File: src/rtl/handshake_pkg.sv
// Shared definitions for the valid/ready handshake block family.
//   occ_width(stages) : bit width needed to count 0..2*stages buffered beats
//                       in a chain of 2-entry skid stages.
package handshake_pkg;

  function automatic int occ_width(input int stages);
    return $clog2(2 * stages + 1);
  endfunction

endpackage

File: src/rtl/handshake_skid_stage.sv
// One 2-entry skid-buffer stage. Registers both the forward path
// (valid/data) and the backward path (ready), at full throughput.
//   clk, rst_n           : clock, async active-low reset
//   flush                : synchronous clear of both entries (data kept)
//   in_valid/in_data     : upstream beat
//   in_ready             : NOT skid_valid (flop-driven)
//   out_valid/out_data   : main register contents
//   out_ready            : downstream accepts
module skid_stage #(
  parameter int DATA_W = 32
)(
  input  logic              clk,
  input  logic              rst_n,
  input  logic              flush,
  input  logic              in_valid,
  input  logic [DATA_W-1:0] in_data,
  output logic              in_ready,
  output logic              out_valid,
  output logic [DATA_W-1:0] out_data,
  input  logic              out_ready
);

  logic              main_valid, skid_valid;
  logic [DATA_W-1:0] main_data, skid_data;
  logic              acc, take;

  assign in_ready  = ~skid_valid;
  assign out_valid = main_valid;
  assign out_data  = main_data;

  assign acc  = in_valid & ~skid_valid;
  assign take = main_valid & out_ready;

  always_ff @(posedge clk or negedge rst_n) begin
    if (!rst_n) begin
      main_valid <= 1'b0;
      skid_valid <= 1'b0;
      main_data  <= '0;
      skid_data  <= '0;
    end else if (flush) begin
      main_valid <= 1'b0;
      skid_valid <= 1'b0;
    end else if (take && skid_valid) begin
      // skid refills main; acc cannot occur since in_ready is low
      main_data  <= skid_data;
      skid_valid <= 1'b0;
    end else if (acc && (!main_valid || take)) begin
      main_data  <= in_data;
      main_valid <= 1'b1;
    end else if (acc) begin
      // main stalled: park the in-flight beat in the skid entry
      skid_data  <= in_data;
      skid_valid <= 1'b1;
    end else if (take) begin
      main_valid <= 1'b0;
    end
  end

endmodule

File: src/rtl/handshake_skid_pipe.sv
// Valid/ready pipeline of STAGES cascaded 2-entry skid stages. Both the
// forward and backward handshake paths are registered at every stage, so
// no input reaches an output combinationally. Capacity is 2*STAGES beats.
//   clk, rst_n          : clock, async active-low reset
//   flush               : synchronous clear of all held beats and occupancy
//   in_valid/in_data    : upstream beat;  in_ready: stage-0 can accept
//   out_valid/out_data  : last-stage beat; out_ready: downstream accepts
//   occupancy           : registered count of beats held (0..2*STAGES)
module handshake_skid_pipe
  import handshake_pkg::*;
#(
  parameter  int DATA_W = 32,
  parameter  int STAGES = 2,
  localparam int CNT_W  = occ_width(STAGES)
)(
  input  logic              clk,
  input  logic              rst_n,
  input  logic              flush,
  input  logic              in_valid,
  input  logic [DATA_W-1:0] in_data,
  output logic              in_ready,
  output logic              out_valid,
  output logic [DATA_W-1:0] out_data,
  input  logic              out_ready,
  output logic [CNT_W-1:0]  occupancy
);

  // Link k is the input of stage k; link STAGES is the pipe output.
  logic [STAGES:0]             vld_pipe;
  logic [STAGES:0]             rdy_pipe;
  logic [STAGES:0][DATA_W-1:0] dat_pipe;

  assign vld_pipe[0]      = in_valid;
  assign dat_pipe[0]      = in_data;
  assign in_ready         = rdy_pipe[0];
  assign out_valid        = vld_pipe[STAGES];
  assign out_data         = dat_pipe[STAGES];
  assign rdy_pipe[STAGES] = out_ready;

  generate
    for (genvar k = 0; k < STAGES; k++) begin : g_stage
      skid_stage #(.DATA_W(DATA_W)) u_stage (
        .clk       (clk),
        .rst_n     (rst_n),
        .flush     (flush),
        .in_valid  (vld_pipe[k]),
        .in_data   (dat_pipe[k]),
        .in_ready  (rdy_pipe[k]),
        .out_valid (vld_pipe[k+1]),
        .out_data  (dat_pipe[k+1]),
        .out_ready (rdy_pipe[k+1])
      );
    end
  endgenerate

  logic in_fire, out_fire;
  assign in_fire  = in_valid & in_ready;
  assign out_fire = out_valid & out_ready;

  always_ff @(posedge clk or negedge rst_n) begin
    if (!rst_n)
      occupancy <= '0;
    else if (flush)
      occupancy <= '0;
    else if (in_fire && !out_fire)
      occupancy <= occupancy + CNT_W'(1);
    else if (out_fire && !in_fire)
      occupancy <= occupancy - CNT_W'(1);
  end

endmodule
File: config.mk
export PLATFORM = sky130hd
export DESIGN_NAME = handshake_skid_pipe
export DESIGN_NICKNAME = d
export VERILOG_FILES = /design/src/rtl/handshake_pkg.sv /design/src/rtl/handshake_skid_stage.sv /design/src/rtl/handshake_skid_pipe.sv
export SDC_FILE = /design/constraint.sdc
export NUM_CORES = 1
export LEC_CHECK = 0
export ABC_CLOCK_PERIOD_IN_PS = 2050
export CAP_MARGIN = 20
export CORE_UTILIZATION = 40
export CTS_CLUSTER_SIZE = 10
export DETAILED_ROUTE_END_ITERATION = 6
export PLACE_DENSITY = 0.7
export RECOVER_POWER = 50
export SKIP_CTS_REPAIR_TIMING = 1
export SLEW_MARGIN = 20
export SYNTH_ARGS = -nofsm -noshare
export SYNTH_HDL_FRONTEND = slang
export SYNTH_SLANG_ARGS = --single-unit
export TNS_END_PERCENT = 100
File: constraint.sdc
create_clock -name clk -period 2.05 [get_ports clk]
set_input_delay 0.205 -clock clk [delete_from_list [all_inputs] [get_ports clk]]
set_output_delay 0.205 -clock clk [all_outputs]
set_load 0.02 [all_outputs]
==> metrics.md, run 1 <==
| Metric | Value |
|---|---|
| Status | complete, no violations |
| Hold_ws | 0.382 ns |
| Crit-path max cell delay | 0.61 ns |
| Slew Limit Fails | 0 |
| Buf+Inv Stages, Crit Path | 3 |
| Min-Delay Path Depth | 3 |
| GR Util met1 | 22.3% |
| Crit end category | output pin |
| Die area | 15400 um^2 |
| Overall Power | approximately 7.7 mW |
| LEAKAGE | 3.31 nW |
| Nets | 643 |
| Die width | 124 um |
| Crit path max fanout | 16 |
| CTS root buffer | clkbuf_16 |
| Gr ovfl total | 0 |
| Layout cells sized above 1 | roughly 14% |
| Reg-to-Reg Start | g_stage[1].u_stage.skid_valid |
| CP cell instances | buf_4 -> inv_1 -> clkdlybuf4s50_1 |
| Finished Cell Area | 7300 um^2 |
| H-Tree Depth | 4 |
| Routed Antenna Nets | 0 |
| Post-Syn Area | 5960 um^2 |
| DRT Pass-1 Iters | 5 |
| Syn_area_per_cell | 10.5 um^2 |
| CTS tree | yes |
| CTS sink count | roughly 140 |
| Total vias in the final route | 4057 |
| Critical Path Stages | 3 |
| Startpoint types | flip-flop |
| CP Class | reg -> out |
| Largest net degree at the start of global routing | 52 |
| Ant. Diodes | 0 |
| Critical Path AT | 1.68 ns |
| I/O pin count | 74 |
| Layout area overhead | 22.5% |
| Yosys cell types | 31 |
| Critical path's top delay family | buffers and inverters |
| Sequential fraction of the synthesis area | a little under three fifths |
| Worst Hold Launch | in_data[15] |
| Area leader, netlist | dfrtp_1 |
| # Max-Cap Violations | 0 |
| Fin util | between 50% and 60% |
| Slew margin rel. | 9.68% |
| Maximum root-to-sink buffer count | 2 |
| Die Height | 124 um |
| I/O Buffers | 73 |
| Fill cell count | approximately 1300 |
| #FFs+latches synth | 135 |
| RSZ-0062 raised after global routing | false |
| Yosys warns | 0 |
| Min Tclk post-route | between 1.5 and 2 ns |
| Overall Global Routing Usage | 17.6% |
| Initial DRC Count | 204 |
| Final Hold Fails | 0 |
| Clk_skew | 0.00843 ns |
| Core area | around 15000 um^2 |
| CTS clk-pin slew, worst paths | 0.06 ns |
| CTS Buf Count | 17 |
| Initial core utilization | between 40% and 50% |
| Setup tns final | 0 ns |
| Core Rows | 44 |
| Critical Path RT | ~1.9 ns |
| Post-Syn Instances | 565 |
| Initial antenna violation count | 0 |
| Depth of the most critical reg-to-reg path | 4 |
| Critical path startpoint | g_stage[0].u_stage.skid_valid |
| Clk_lat worst skew | 0.41 ns |
| Tcrit/Tclk final | approximately nine tenths |
| Grt met3 use | roughly 3.5% |
| First-pass GRT wire length | about 20 mm |
| Synth area leaders | dfrtp_1 (57%), mux2_2 (6.0%), mux2i_1 (5.4%), buf_4 (4.5%), nand2_1 (4.3%) |
| Max IR drop VDD | 0.000594 V |
| GRT busiest layer | met2 |
| Power Density | 1060 nW/um^2 |
| DRT Wirelength | 12.2 mm |
| Gpl congestion | 0.746 |
| Detailed Place HPWL | 7.94 mm |
| DR WL/cell | between 15 and 20 um |
| Syn Nets | 603 |
| Met2 Use GR | between 20% and 30% |
| Dpl cell area | 6740 um^2 |
| Slowest cell on the critical path | clkdlybuf4s50_1 |
| DRC errors left | 0 |
| Worst slew pin tran | 1.35 ns |
| # setup viols final | 0 |
| Achievable frequency | 530 MHz |
| DR vias/cell | 5.06 |
| Vias in the first global route | 4113 |
| Yosys top cell area share | 56.7% |
| Worst Hold Class | in -> reg |
-- worst paths after layout --
| path | end | slack [ns] |
|---|---|---|
| worst min register to register | g_stage[0].u_stage.skid_data[13] | 0.48 |
| worst max-delay path | in_ready | 0.16 |
| min in group asynchronous | g_stage[1].u_stage.out_data[15] | 0.64 |
| worst max register to register | g_stage[1].u_stage.skid_data[14] | 0.20 |
| max in group asynchronous | g_stage[1].u_stage.out_valid | 0.49 |
| worst min-delay path | g_stage[0].u_stage.out_data[15] | 0.38 |
-- power by group --
part	internal [mW]	switching, mW	leakage (nW)
combinational	0.716	0.727	1.40
clock	1.71	1.15	0.262
sequential	3.14	0.279	1.65
total	5.56	2.15	3.31
-- sequential cells by signal (all words and copies together), names as in the netlist --
signal	flops
occupancy	3
g_stage.u_stage.skid_valid	2
g_stage.u_stage.out_valid	2
g_stage.u_stage.skid_data	64
g_stage.u_stage.out_data	64
-- final cells by class --
| type | count | area, um^2 | share of cell area, % |
|---|---|---|---|
| inverters | 4 | 15.0 | 0.206 |
| well taps | 184 | 230 | 3.15 |
| flip-flops and latches | 135 | 3380 | 46.3 |
| multi-input cells | 354 | 2120 | 29.1 |
| clock buffers | 19 | 443 | 6.07 |
| clock inverters | 13 | 121 | 1.66 |
| repair buffers | 93 | 987 | 13.5 |
-- per-stage QoR --
| stage | std cells | worst slack [ns] |
|---|---|---|
| floorplan | 565 | 0.198 |
| global placement | 769 | 0.0617 |
| detailed placement | 769 | 0.0281 |
| CTS | 801 | 0.126 |
| global route | 802 | 0.0766 |
| finish | 802 | 0.165 |
-- worst reg2reg max path, delay by kind of cell (launching register included) --
| family | cells | cell delay [ns] |
|---|---|---|
| and+or+nand+nor | 2 | 0.60 |
| muxes | 1 | 0.37 |
| buffers and inverters | 1 | 0.27 |
| DFF | 1 | 0.50 |
-- cell usage after synthesis --
library cell	number
a2111oi_4	1
a211oi_1	2
a21o_1	1
a21oi_1	37
a221oi_4	1
a31oi_1	32
buf_1	1
buf_2	15
buf_4	36
buf_6	3
clkbuf_1	17
dfrtp_1	135
fa_1	1
inv_1	4
mux2_2	32
mux2i_1	32
nand2_1	68
nand2b_1	2
nand2b_4	1
nand3_1	34
nand4_1	1
nor2_1	67
nor2b_1	2
nor4b_4	1
o21ai_0	29
o21ai_1	5
or2_2	1
or3_1	1
or3b_1	1
xnor2_1	1
xor2_1	1
-- kinds of logic after synthesis --
family / share of synthesized area (%)
xor gates and xnor gates: 0.294
buffers and inverters: 7.75
adders and majority gates: 0.336
muxes: 11.4
DFF: 56.7
AOI/OAI and AO/OA: 10.6
and+or+nand+nor: 12.9
-- cell usage in the layout, fill, tap and decap left out, types with 9 or more instances in the layout --
cell type and count:
buf_12 9, clkdlybuf4s50_1 59, nor2_1 67, dfrtp_1 135, a31oi_1 32, dlygate4sd3_1 14
nand3_1 33, mux2i_1 32, buf_4 9, o21ai_0 29, a21oi_1 37, nand2_1 68
clkbuf_16 17, mux2_2 32
-- per-layer routing --
metal,routed length [um],vias to the layer above
met1,5350,1954
met4,184,0
li1,-,1992
met5,0,-
met2,6240,94
met3,446,17
(Power assumes the default switching activity.)
==> run 2, diff against run 1 <==
Settings changed: SKIP_CTS_REPAIR_TIMING 1 to not set.
==> results of run 2 <==
Final layout, timing and power as in run 1 (identical DEF).
